[src/rtl/ram8_arbiter.sv]
// Two-port arbiter/sequencer in front of one 8 x 16-bit RAM (sync write, comb read).
// Ports A and B issue read/write commands over valid/ready and collect the result over
// a per-port response valid/ready handshake. One command is in flight at a time:
// IDLE (arbitrate/accept) -> ACCESS (drive RAM) -> RESP (hold result until consumed).
//
// Ports:
//   clk, rst_n                      clock, asynchronous active-low reset
//   a_req_valid/ready/we/addr/wdata port A command channel
//   a_rsp_valid/ready/rdata         port A response channel (read data or echoed wdata)
//   b_*                             identical set for port B
//   ram_in/ram_load/ram_address     drive the RAM; this block is the sole owner of ram_load
//   ram_out                         combinational RAM read data
//
// Build option: define RAM8_ARB_FIXED_PRIO_EN for fixed priority (A always wins
// contention). Default build is round-robin between A and B.

module ram8_arbiter #(
    parameter int DATA_W = 16,
    parameter int ADDR_W = 3
) (
    input  logic              clk,
    input  logic              rst_n,

    input  logic              a_req_valid,
    output logic              a_req_ready,
    input  logic              a_req_we,
    input  logic [ADDR_W-1:0] a_req_addr,
    input  logic [DATA_W-1:0] a_req_wdata,
    output logic              a_rsp_valid,
    input  logic              a_rsp_ready,
    output logic [DATA_W-1:0] a_rsp_rdata,

    input  logic              b_req_valid,
    output logic              b_req_ready,
    input  logic              b_req_we,
    input  logic [ADDR_W-1:0] b_req_addr,
    input  logic [DATA_W-1:0] b_req_wdata,
    output logic              b_rsp_valid,
    input  logic              b_rsp_ready,
    output logic [DATA_W-1:0] b_rsp_rdata,

    output logic [DATA_W-1:0] ram_in,
    output logic              ram_load,
    output logic [ADDR_W-1:0] ram_address,
    input  logic [DATA_W-1:0] ram_out
);

    typedef enum logic [1:0] {
        IDLE   = 2'd0,
        ACCESS = 2'd1,
        RESP   = 2'd2
    } state_e;

    state_e              state_q, state_d;
    logic                owner_q, owner_d;   // 0 = A, 1 = B
    logic                we_q, we_d;
    logic [ADDR_W-1:0]   addr_q, addr_d;
    logic [DATA_W-1:0]   wdata_q, wdata_d;
    logic [DATA_W-1:0]   rdata_q, rdata_d;

    // a_pick: A is the winner this cycle (only meaningful in IDLE).
    logic                a_pick;
    logic                a_acc;
    logic                b_acc;

`ifdef RAM8_ARB_FIXED_PRIO_EN
    always_comb begin
        a_pick = a_req_valid;
    end
`else
    // last_b_q = 1 means B was granted most recently, so A wins the next tie.
    logic                last_b_q, last_b_d;

    always_comb begin
        a_pick = a_req_valid & (~b_req_valid | last_b_q);
    end

    always_comb begin
        last_b_d = last_b_q;
        if (a_acc) begin
            last_b_d = 1'b0;
        end else if (b_acc) begin
            last_b_d = 1'b1;
        end
    end

    always_ff @(posedge clk or negedge rst_n) begin
        if (!rst_n) begin
            last_b_q <= 1'b1;
        end else begin
            last_b_q <= last_b_d;
        end
    end
`endif

    assign a_acc = a_req_valid & a_req_ready;
    assign b_acc = b_req_valid & b_req_ready;

    always_comb begin
        state_d     = state_q;
        owner_d     = owner_q;
        we_d        = we_q;
        addr_d      = addr_q;
        wdata_d     = wdata_q;
        rdata_d     = rdata_q;
        a_req_ready = 1'b0;
        b_req_ready = 1'b0;
        a_rsp_valid = 1'b0;
        b_rsp_valid = 1'b0;
        ram_load    = 1'b0;

        unique case (state_q)
            IDLE: begin
                a_req_ready = a_pick;
                b_req_ready = b_req_valid & ~a_pick;
                if (a_req_valid & a_pick) begin
                    owner_d = 1'b0;
                    we_d    = a_req_we;
                    addr_d  = a_req_addr;
                    wdata_d = a_req_wdata;
                    state_d = ACCESS;
                end else if (b_req_valid) begin
                    owner_d = 1'b1;
                    we_d    = b_req_we;
                    addr_d  = b_req_addr;
                    wdata_d = b_req_wdata;
                    state_d = ACCESS;
                end
            end
            ACCESS: begin
                // Write commits at the edge ending this cycle; the response
                // is captured at the same edge.
                ram_load = we_q;
                rdata_d  = we_q ? wdata_q : ram_out;
                state_d  = RESP;
            end
            RESP: begin
                a_rsp_valid = ~owner_q;
                b_rsp_valid = owner_q;
                if (owner_q ? b_rsp_ready : a_rsp_ready) begin
                    state_d = IDLE;
                end
            end
            default: begin
                state_d = IDLE;
            end
        endcase
    end

    always_ff @(posedge clk or negedge rst_n) begin
        if (!rst_n) begin
            state_q <= IDLE;
            owner_q <= 1'b0;
            we_q    <= 1'b0;
            addr_q  <= '0;
            wdata_q <= '0;
            rdata_q <= '0;
        end else begin
            state_q <= state_d;
            owner_q <= owner_d;
            we_q    <= we_d;
            addr_q  <= addr_d;
            wdata_q <= wdata_d;
            rdata_q <= rdata_d;
        end
    end

    // Address/data are driven from the latched command so they hold their
    // last value outside ACCESS; only ram_load is qualified by state.
    assign ram_address = addr_q;
    assign ram_in      = wdata_q;
    assign a_rsp_rdata = rdata_q;
    assign b_rsp_rdata = rdata_q;

endmodule

[config.mk]
export PLATFORM = sky130hd
export DESIGN_NAME = ram8_arbiter
export DESIGN_NICKNAME = d
export VERILOG_FILES = /design/src/rtl/ram8_arbiter.sv
export SDC_FILE = /design/constraint.sdc
export NUM_CORES = 1
export LEC_CHECK = 0
export CORE_AREA = 2 2 78 80
export CTS_CLUSTER_SIZE = 25
export DETAILED_ROUTE_END_ITERATION = 8
export DIE_AREA = 0 0 80 82
export PLACE_DENSITY = 0.77
export SYNTH_ARGS = -nofsm -noshare
export SYNTH_HDL_FRONTEND = slang
export SYNTH_SLANG_ARGS = --single-unit
[constraint.sdc]
create_clock -name clk -period 1.72 [get_ports clk]
set_clock_uncertainty 0.1 [all_clocks]
set_input_delay 0.344 -clock clk [delete_from_list [all_inputs] [get_ports clk]]
set_output_delay 0.344 -clock clk [all_outputs]
set_load 0.01 [all_outputs]
==> flow_summary_export.csv, run 1 <==
group,metric,value,unit
floorplan,initial_utilization,36.43,%
drt,first_iter_violations,141,
drt,vias,2110,
drt,wl_met1,2673,um
synth,synth.distinct_cells,24,
floorplan,row_count,28,
worst_setup_path,path_class,"flop to output port",
worst_setup_path,reg2reg_from,"state_q[0]",
sta,setup_violations,2,
worst_setup_path,r2r_slack,0.07,ns
drt,avgRoutedWirePerCell,16.36,um
cts,cts.clk_slew.worst_paths,0.07,ns
power_and_ir_drop,power_density,1714,mW/mm2
grt,grt-ovfl-total,0,
synth,ys_seq_area_share,47.88,%
sta,slew-limit-headroom,65.64,%
placement,routabilityCongestion,0.8657,
floorplan,io_pins,118,
sta,timing_hold_violations_final,0,
synth,yosys_warnings,0,
synth,async_reset_ff_share,100.0,%
synth,synth_commonest_cells,"39 x dfrtp_1, 37 x o21ai_0, 21 x a21oi_1, 21 x a31oi_1, 20 x nand3_1",
synth,synthesis.nets,289,
drt,drt-vias-per-instance,5.159,
power_and_ir_drop,total_power,5937,uW
placement,io_buffers,117,
sta,rsz0062_at_grt,"true",
grt,grt_first_pass_wirelength,10230,um
worst_setup_path,cp_data_arrival_time,1.31,ns
drt,wl_met2,3531,um
sta,tightest_slew,0.5153,ns
drt,wl_met3,362,um
grt,grt_util_all_layers,20.30,%
synth,synth-main-ff-cell,"dfrtp_1",
final_layout,fin_util,60.28,%
synth,syn_area,0.002093,mm2
drt,totalWireLength,6691,um
floorplan,die_w,80,um
run_status,status,"finished, violations left",
grt,antenna_found_initial,0,
sta,min_period_over_period,101.7,%
grt,grt_max_degree,34,
placement,hpwlAfterDp,4779,um
final_layout,drive_above_1_share,12.28,%
cts,cts_buffer_depth,2,
floorplan,die_h,82,um
worst_setup_path,critPathLaunch,"last_b_q",
cts,clock_sinks,40,
drt,top_layer_used,"met4",
drt,drtPass1Iterations,4,
synth,synth_top_cell_by_area,"dfrtp_1",
cts,clock_latency,0.29,ns
run_status,failed_checks,"setup timing",
synth,synth_top_cell_area_share,46.62,%
min_path,hp-class,"flop to flop",
cts,cts_htree_levels,2,
power_and_ir_drop,total_leakage_power,0.001591,uW
worst_setup_path,crit_path_end_kind,"output port",
min_path,hp-start,"a_rsp_rdata[11]",
cts,cts_root_buf,"clkbuf_8",
floorplan,die_area,0.006560,mm2
sta,fmax,0.5717,GHz
floorplan,core-area,0.005746,mm2
drt,drc_errors,0,
sta,fin_tns_setup,-0.05351,ns
final_layout,antenna_cells,0,
sta,min_period,1.749,ns
sta,slew_violations,0,
synth,syn_inst,227,
drt,ant_nets,0,
final_layout,fin_nets,395,
synth,synth.area.top_cells,"dfrtp_1 47%, o21ai_0 8.8%, mux2i_1 7.7%, buf_4 6.5%, a31oi_1 6.3%",
worst_setup_path,crit_fanout,3,
synth,synth-edff-count,0,
job,cap_violations,0,
synth,yosysMostFrequentCell,"dfrtp_1",
power_and_ir_drop,ir_drop,0.0009418,V
cts,cts_tree,"yes",
worst_setup_path,crit_required,1.28,ns
sta,setup_ws,-0.02923,ns
final_layout,area_delta_synth_final,65.45,%
grt,grt_pass1_vias,2080,
synth,ys_ff_latch,40,
synth,syn_area_per_cell,9.221,um2
worst_setup_path,startpoint_type,"flop",
cts,cts_made_buffers,5,
## flip-flops by register name, indices dropped and copies added, names as in the netlist
signal and cells:
a_rsp_rdata 16, last_b_q 1, ram_address 3, ram_in 16, state_q 2, owner_q 1, we_q 1
## worst max-delay path, stage by stage (launching register included)
cell      delay, ns
dfstp_2        0.54
nand2b_4       0.13
nand2_4        0.07
and3_4         0.16
buf_6          0.11
## power by group
group	switching, uW	internal, uW
logic	1510	1740
clock network	324	512
registers	412	1440
total	2250	3690
## per-layer routing
layer | up-vias | GRT usage, %
met2 | 84 | 35.58
met1 | 1007 | 26.17
met4 | 0 | 5.424
met5 | - | 0
li1 | 1006 | -
met3 | 13 | 3.187
## cells in the final DEF (no fill, tap or decap)
master / n
and3_4: 1
buf_4: 16
bufinv_16: 1
and2_4: 1
or2_1: 1
buf_12: 1
clkbuf_8: 7
nand2_1: 17
dfrtp_1: 37
nand2b_1: 2
inv_1: 3
dfrtp_2: 2
nor2_2: 1
dlygate4sd2_1: 4
nor3_4: 1
nand2_4: 1
dlygate4sd3_1: 1
dlymetal6s2s_1: 16
o21ai_0: 37
buf_2: 1
clkdlybuf4s50_1: 92
mux2i_1: 16
clkbuf_2: 2
nand2b_4: 1
buf_6: 3
a21oi_1: 21
dfstp_2: 1
mux2_2: 1
nand3_1: 20
nor2_1: 3
a32o_1: 1
and2b_1: 1
a31oi_1: 21
## stage by stage
step / cells / instance area (um2) / hold WS, ns / worst slack, ns
after detailed placement: 396 / 3232 / 0.2380 / -0.4554
after floorplan: 227 / 2093 / -0.05159 / 0.2473
after global routing: 409 / 3463 / 0.4610 / -0.06768
after global placement: 396 / 3232 / 0.2371 / -0.4514
final: 409 / 3463 / 0.4071 / -0.02923
after CTS: 407 / 3398 / 0.4188 / -0.05066
## final timing paths
check / to / cells after the start
worst min register to register: a_rsp_rdata[11] / 2
min in group asynchronous: a_rsp_rdata[3] / 2
worst max-delay path: b_req_ready / 4
max in group asynchronous: state_q[1] / 3
worst max register to register: ram_in[14] / 4
worst min-delay path: a_rsp_rdata[11] / 2
## area by class of cell
cell class	instances	area [um2]
Fill cell	516	2282
Timing Repair Buffer	136	1355
Sequential cell	40	1005
Multi-Input combinational cell	147	872.1
Clock buffer	7	96.34
Tap cell	75	93.84
Clock inverter	1	30.03
Inverter	3	11.26
## what timing repair did
action,CTS,global route
hold buffers,1,0
pin swaps,2,0
setup buffers,2,2
resized for setup,22,25
endpoints found under the setup margin,7,43
hold endpoints to repair,19,0
## cell families after synthesis
kind of cell / count (synthesis) / share of synthesized area, %
simple gates: 50 / 11.36
compound gates: 80 / 20.62
mux: 17 / 8.189
flops: 40 / 47.88
buf+inv: 40 / 11.95
(Power assumes the default switching activity.)
==> run 2: changes to the inputs <==
--- a/config.mk
+++ b/config.mk
@@ -5,10 +5,10 @@
 export SDC_FILE = /design/constraint.sdc
 export NUM_CORES = 1
 export LEC_CHECK = 0
-export CORE_AREA = 2 2 78 80
+export CORE_AREA = 5 5 81 83
 export CTS_CLUSTER_SIZE = 25
 export DETAILED_ROUTE_END_ITERATION = 8
-export DIE_AREA = 0 0 80 82
+export DIE_AREA = 0 0 86 88
 export PLACE_DENSITY = 0.77
 export SYNTH_ARGS = -nofsm -noshare
 export SYNTH_HDL_FRONTEND = slang
==> flow_summary_export.csv, run 2 (same netlist as run 1, synthesis figures left out) <==
group,metric,value,unit
sta,min_period_over_period,101.6,%
floorplan,row_count,28,
grt,grt_max_degree,41,
grt,grt-ovfl-total,0,
drt,avgRoutedWirePerCell,16.88,um
cts,clock_latency,0.29,ns
job,cap_violations,0,
drt,first_iter_violations,44,
worst_setup_path,crit_cells,4,
drt,drtPass1Iterations,4,
worst_setup_path,slowest_delay,0.54,ns
sta,fmax,0.5724,GHz
worst_setup_path,slowest_stage,"dfstp_2",
power_and_ir_drop,power_density,1688,mW/mm2
drt,drt-vias-per-instance,5.036,
final_layout,fin_nets,397,
floorplan,die_h,88,um
worst_setup_path,crit_required,1.28,ns
final_layout,seq_area,0.001005,mm2
final_layout,drive_above_1_share,13.39,%
worst_setup_path,crit_fanout,3,
floorplan,die_w,86,um
min_path,hold_depth,2,
final_layout,final_cell_mix,"93 x clkdlybuf4s50_1, 37 x o21ai_0, 37 x dfrtp_1, 21 x a21oi_1, 21 x a31oi_1",
power_and_ir_drop,ir_drop,0.0009864,V
drt,drc_errors,0,
worst_setup_path,crit_path_end_kind,"output port",
final_layout,antenna_cells,0,
worst_setup_path,cp_data_arrival_time,1.30,ns
drt,ant_nets,0,
sta,setup_ws,-0.02688,ns
power_and_ir_drop,total_leakage_power,0.001595,uW
placement,routabilityCongestion,0.7527,
sta,setup_violations,15,
final_layout,layout_commonest_cell,"clkdlybuf4s50_1",
cts,cts_htree_levels,2,
worst_setup_path,crit_end,"b_req_ready",
final_layout,area_delta_synth_final,64.32,%
grt,grt_first_pass_wirelength,10400,um
sta,rsz0062_at_grt,"true",
cts,cts_tree,"yes",
cts,clock_sinks,40,
placement,dpl_worst_slack,-0.4310,ns
cts,cts_buffer_depth,2,
worst_setup_path,critical-path-top-delay-family,"flip-flops",
worst_setup_path,r2r_slack,0.09,ns
worst_setup_path,path_class,"flop to output port",
floorplan,die_area,0.007568,mm2
worst_setup_path,critPathLaunch,"last_b_q",
worst_setup_path,reg2reg_from,"state_q[0]",
drt,vias,2070,
floorplan,initial_utilization,36.21,%
worst_setup_path,r2r_cells,4,
worst_setup_path,cp_cell_sequence,"nand2b_4 > nand2_4 > and3_4 > buf_6",
run_status,failed_checks,"setup timing",
worst_setup_path,critical_path_buf_inv_count,1,
floorplan,core-area,0.005781,mm2
worst_setup_path,startpoint_type,"flop",
final_layout,nFillCells,512,
placement,hpwlAfterDp,5066,um
sta,slew-limit-headroom,81.27,%
min_path,hp-class,"flop to flop",
sta,min_period,1.747,ns
grt,grt_util_all_layers,17.84,%
cts,cts_root_buf,"clkbuf_8",
sta,tightest_slew,0.2810,ns
grt,antenna_found_initial,0,
placement,io_buffers,117,
final_layout,multi_input_area,879.6,um2
cts,cts_made_buffers,5,
worst_setup_path,r2r-end,"ram_in[11]",
cts,cts.clk_slew.worst_paths,0.08,ns
sta,whs,0.4026,ns
sta,timing_hold_violations_final,0,
sta,slew_violations,0,
floorplan,io_pins,118,
run_status,status,"finished, violations left",
grt,grt_pass1_vias,1974,
drt,totalWireLength,6938,um
-- run 2: worst reg2reg max path, cell delays in order, from the launching register on --
cell and delay (ns):
dfrtp_2 0.44, nor2_2 0.17, buf_4 0.31, and2_4 0.35, a31oi_1 0.13
-- run 2: what timing repair did --
action                                  in CTS  in global routing
setup buffers                                3                  3
pin swaps                                    2                  0
gates resized for setup                     25                 23
hold buffers                                 1                  0
hold endpoints to repair                    39                  0
endpoints found under the setup margin       7                 44
-- run 2: how the worst min path moves through the flow --
stage,from,end
3_5_place_dp,rst_n,a_rsp_rdata[14]
5_1_grt,a_rsp_rdata[6],a_rsp_rdata[6]
2_1_floorplan,rst_n,a_rsp_rdata[0]
3_3_place_gp,rst_n,a_rsp_rdata[12]
4_1_cts,a_rsp_rdata[6],a_rsp_rdata[6]
6_report,a_rsp_rdata[6],a_rsp_rdata[6]
-- run 2: power breakdown --
group	total [uW]	switching [uW]	internal (uW)
Combinational	3320	1540	1790
Sequential	1840	395	1440
Clock	649	328	320
Total	5810	2260	3550
-- run 2: final cells by class --
| cell class | instances | area share, % |
|---|---|---|
| multi-input combinational | 147 | 25.57 |
| sequential | 40 | 29.21 |
| clock inverter | 2 | 0.2910 |
| timing repair buffer | 138 | 39.47 |
| inverter | 3 | 0.3274 |
| clock buffer | 6 | 2.401 |
| tap | 75 | 2.728 |
-- run 2: per-stage QoR --
step	area, um2	utilization [%]	power (uW)	cells	TNS, ns
after floorplan	2093	-	3588	227	0
after global placement	3232	55.91	5055	396	-5.031
after detailed placement	3232	55.91	5140	396	-5.447
after CTS	3378	58.44	5844	408	-0.04027
after global routing	3440	59.50	6184	411	-1.372
final	3440	59.50	5807	411	-0.1371
-- run 2: layer usage --
layer | GRT usage (%) | share of wire [%] | vias up
li1 | - | - | 1004
met1 | 22.99 | 40 | 989
met2 | 30.20 | 54 | 72
met3 | 3.575 | 5.5 | 5
met4 | 5.612 | 1.1 | 0
met5 | 0 | 0 | -
==> run 3: changes to the inputs <==
==> config.mk (replaced) <==
export PLATFORM = sky130hd
export DESIGN_NAME = ram8_arbiter
export DESIGN_NICKNAME = d
export VERILOG_FILES = /design/src/rtl/ram8_arbiter.sv
export SDC_FILE = /design/constraint.sdc
export NUM_CORES = 1
export LEC_CHECK = 0
export CORE_AREA = 5 5 102 66
export CTS_CLUSTER_SIZE = 25
export DETAILED_ROUTE_END_ITERATION = 8
export DIE_AREA = 0 0 107 71
export PLACE_DENSITY = 0.78
export SYNTH_ARGS = -nofsm -noshare
export SYNTH_HDL_FRONTEND = slang
export SYNTH_SLANG_ARGS = --single-unit
==> flow_summary_export.csv, run 3 (same netlist as run 1, synthesis figures left out) <==
group,metric,value,unit
worst_setup_path,slowest_stage,"dfstp_2",
sta,rsz0062_at_grt,"true",
floorplan,die_area,0.007597,mm2
drt,wl_met3,425,um
min_path,hp-class,"flop to flop",
final_layout,drive_above_1_share,13.27,%
final_layout,nFillCells,529,
final_layout,layout_commonest_cell,"clkdlybuf4s50_1",
cts,clock_latency,0.29,ns
grt,grt-ovfl-total,0,
grt,grt_first_pass_wirelength,11170,um
grt,grt_max_degree,34,
worst_setup_path,startpoint_type,"flop",
drt,ant_nets,0,
worst_setup_path,cp_data_arrival_time,1.29,ns
grt,antenna_found_initial,0,
drt,top_layer_used,"met4",
placement,hpwlAfterDp,5172,um
placement,placed_cell_area,0.003236,mm2
cts,cts_htree_levels,2,
sta,slew-limit-headroom,64.78,%
sta,setup_ws,-0.01597,ns
sta,min_period_over_period,100.9,%
cts,cts_made_buffers,5,
worst_setup_path,critPathLaunch,"last_b_q",
final_layout,seq_area,0.001002,mm2
worst_setup_path,crit_path_end_kind,"output port",
sta,min_period,1.736,ns
worst_setup_path,crit_required,1.28,ns
worst_setup_path,slowest_delay,0.55,ns
sta,timing_hold_violations_final,0,
run_status,status,"finished, violations left",
worst_setup_path,reg2reg_from,"last_b_q",
drt,wl_met1,3328,um
drt,drc_errors,0,
cts,cts_buffer_depth,2,
drt,totalWireLength,7117,um
sta,fmax,0.5760,GHz
drt,drt-vias-per-instance,5.173,
final_layout,area_delta_synth_final,66.95,%
drt,wl_met2,3318,um
floorplan,die_w,107,um
final_layout,antenna_cells,0,
min_path,hp-start,"a_rsp_rdata[15]",
floorplan,io_pins,118,
sta,tightest_slew,0.5282,ns
floorplan,core-area,0.005781,mm2
floorplan,row_count,22,
floorplan,initial_utilization,36.21,%
power_and_ir_drop,ir_drop,0.0008115,V
placement,routabilityCongestion,0.7775,
floorplan,die_h,71,um
drt,first_iter_violations,125,
placement,io_buffers,117,
grt,grt_pass1_vias,2066,
cts,cts_root_buf,"clkbuf_8",
drt,vias,2126,
final_layout,stdcell_area,0.003495,mm2
sta,setup_violations,1,
worst_setup_path,path_class,"flop to output port",
job,cap_violations,0,
cts,cts.clk_slew.worst_paths,0.08,ns
worst_setup_path,crit_fanout,3,
drt,drtPass1Iterations,4,
cts,clock_sinks,40,
final_layout,final_cell_mix,"95 x clkdlybuf4s50_1, 39 x dfrtp_1, 37 x o21ai_0, 21 x a21oi_1, 21 x a31oi_1",
power_and_ir_drop,total_power,6047,uW
final_layout,multi_input_area,875.8,um2
worst_setup_path,cp_cell_sequence,"nand2b_4 > nand2_4 > and3_4 > buf_6",
drt,avgRoutedWirePerCell,17.32,um
sta,slew_violations,0,
power_and_ir_drop,power_density,1730,mW/mm2
run_status,failed_checks,"setup timing",
cts,cts_tree,"yes",
power_and_ir_drop,total_leakage_power,0.001607,uW
grt,grt_util_all_layers,18.75,%
final_layout,fin_nets,400,
==> run 3: worst max-delay path, delay by kind of cell, from the launching register on <==
family	cells	cell delay (ns)
AND/OR/NAND/NOR	3	0.35
buffers and inverters	1	0.11
flip-flops	1	0.55
==> run 3: cell type report <==
cell class | instances | area share (%)
well taps | 72 | 2.578
clock buffers | 7 | 2.757
repair buffers | 140 | 39.74
inverters | 3 | 0.3222
clock inverters | 1 | 0.8593
multi-input cells | 148 | 25.06
flip-flops and latches | 40 | 28.68
==> run 3: what timing repair did <==
item                                    in CTS  in global routing
endpoints found under the setup margin       5                 42
buffers inserted                             1                  6
pin swaps                                    2                  0
gates cloned                                 0                  1
hold buffers                                 1                  0
resized for setup                           20                 23
hold endpoints to repair                    19                  0
==> run 3: power breakdown <==
part           internal (uW)  switching (uW)  leakage [uW]  total, uW
clock network            512             330     0.0000645        842
registers               1440             376      0.000466       1810
logic                   1820            1570       0.00108       3390
==> run 3: per-layer routing <==
metal / track usage, % / up-vias
met5: 0 / -
met1: 26.64 / 1025
met3: 3.555 / 4
met4: 5.106 / 0
li1: - / 1017
met2: 29.36 / 80
==> run 3: final timing paths <==
check | endpoint | slack (ns) | cells past startpoint
worst max-delay path | b_req_ready | -0.02 | 4
worst min-delay path | a_rsp_rdata[15] | 0.40 | 2
worst max register to register | ram_address[1] | 0.11 | 6
worst min register to register | a_rsp_rdata[15] | 0.40 | 2
max in group asynchronous | ram_in[14] | 0.56 | 3
min in group asynchronous | ram_in[5] | 0.48 | 2
==> run 3: stage by stage <==
| step | setup slack, ns | util [%] | hold WS [ns] | setup TNS, ns | std cells |
|---|---|---|---|---|---|
| 2_1_floorplan | 0.2473 | - | -0.05159 | 0 | 227 |
| 3_3_place_gp | -0.4294 | 55.97 | 0.2431 | -5.284 | 394 |
| 3_5_place_dp | -0.4522 | 55.97 | 0.2391 | -5.912 | 394 |
| 4_1_cts | -0.02022 | 58.74 | 0.4119 | -0.02432 | 404 |
| 5_1_grt | -0.05879 | 60.45 | 0.4526 | -0.1159 | 411 |
| 6_report | -0.01597 | 60.45 | 0.4040 | -0.01597 | 411 |
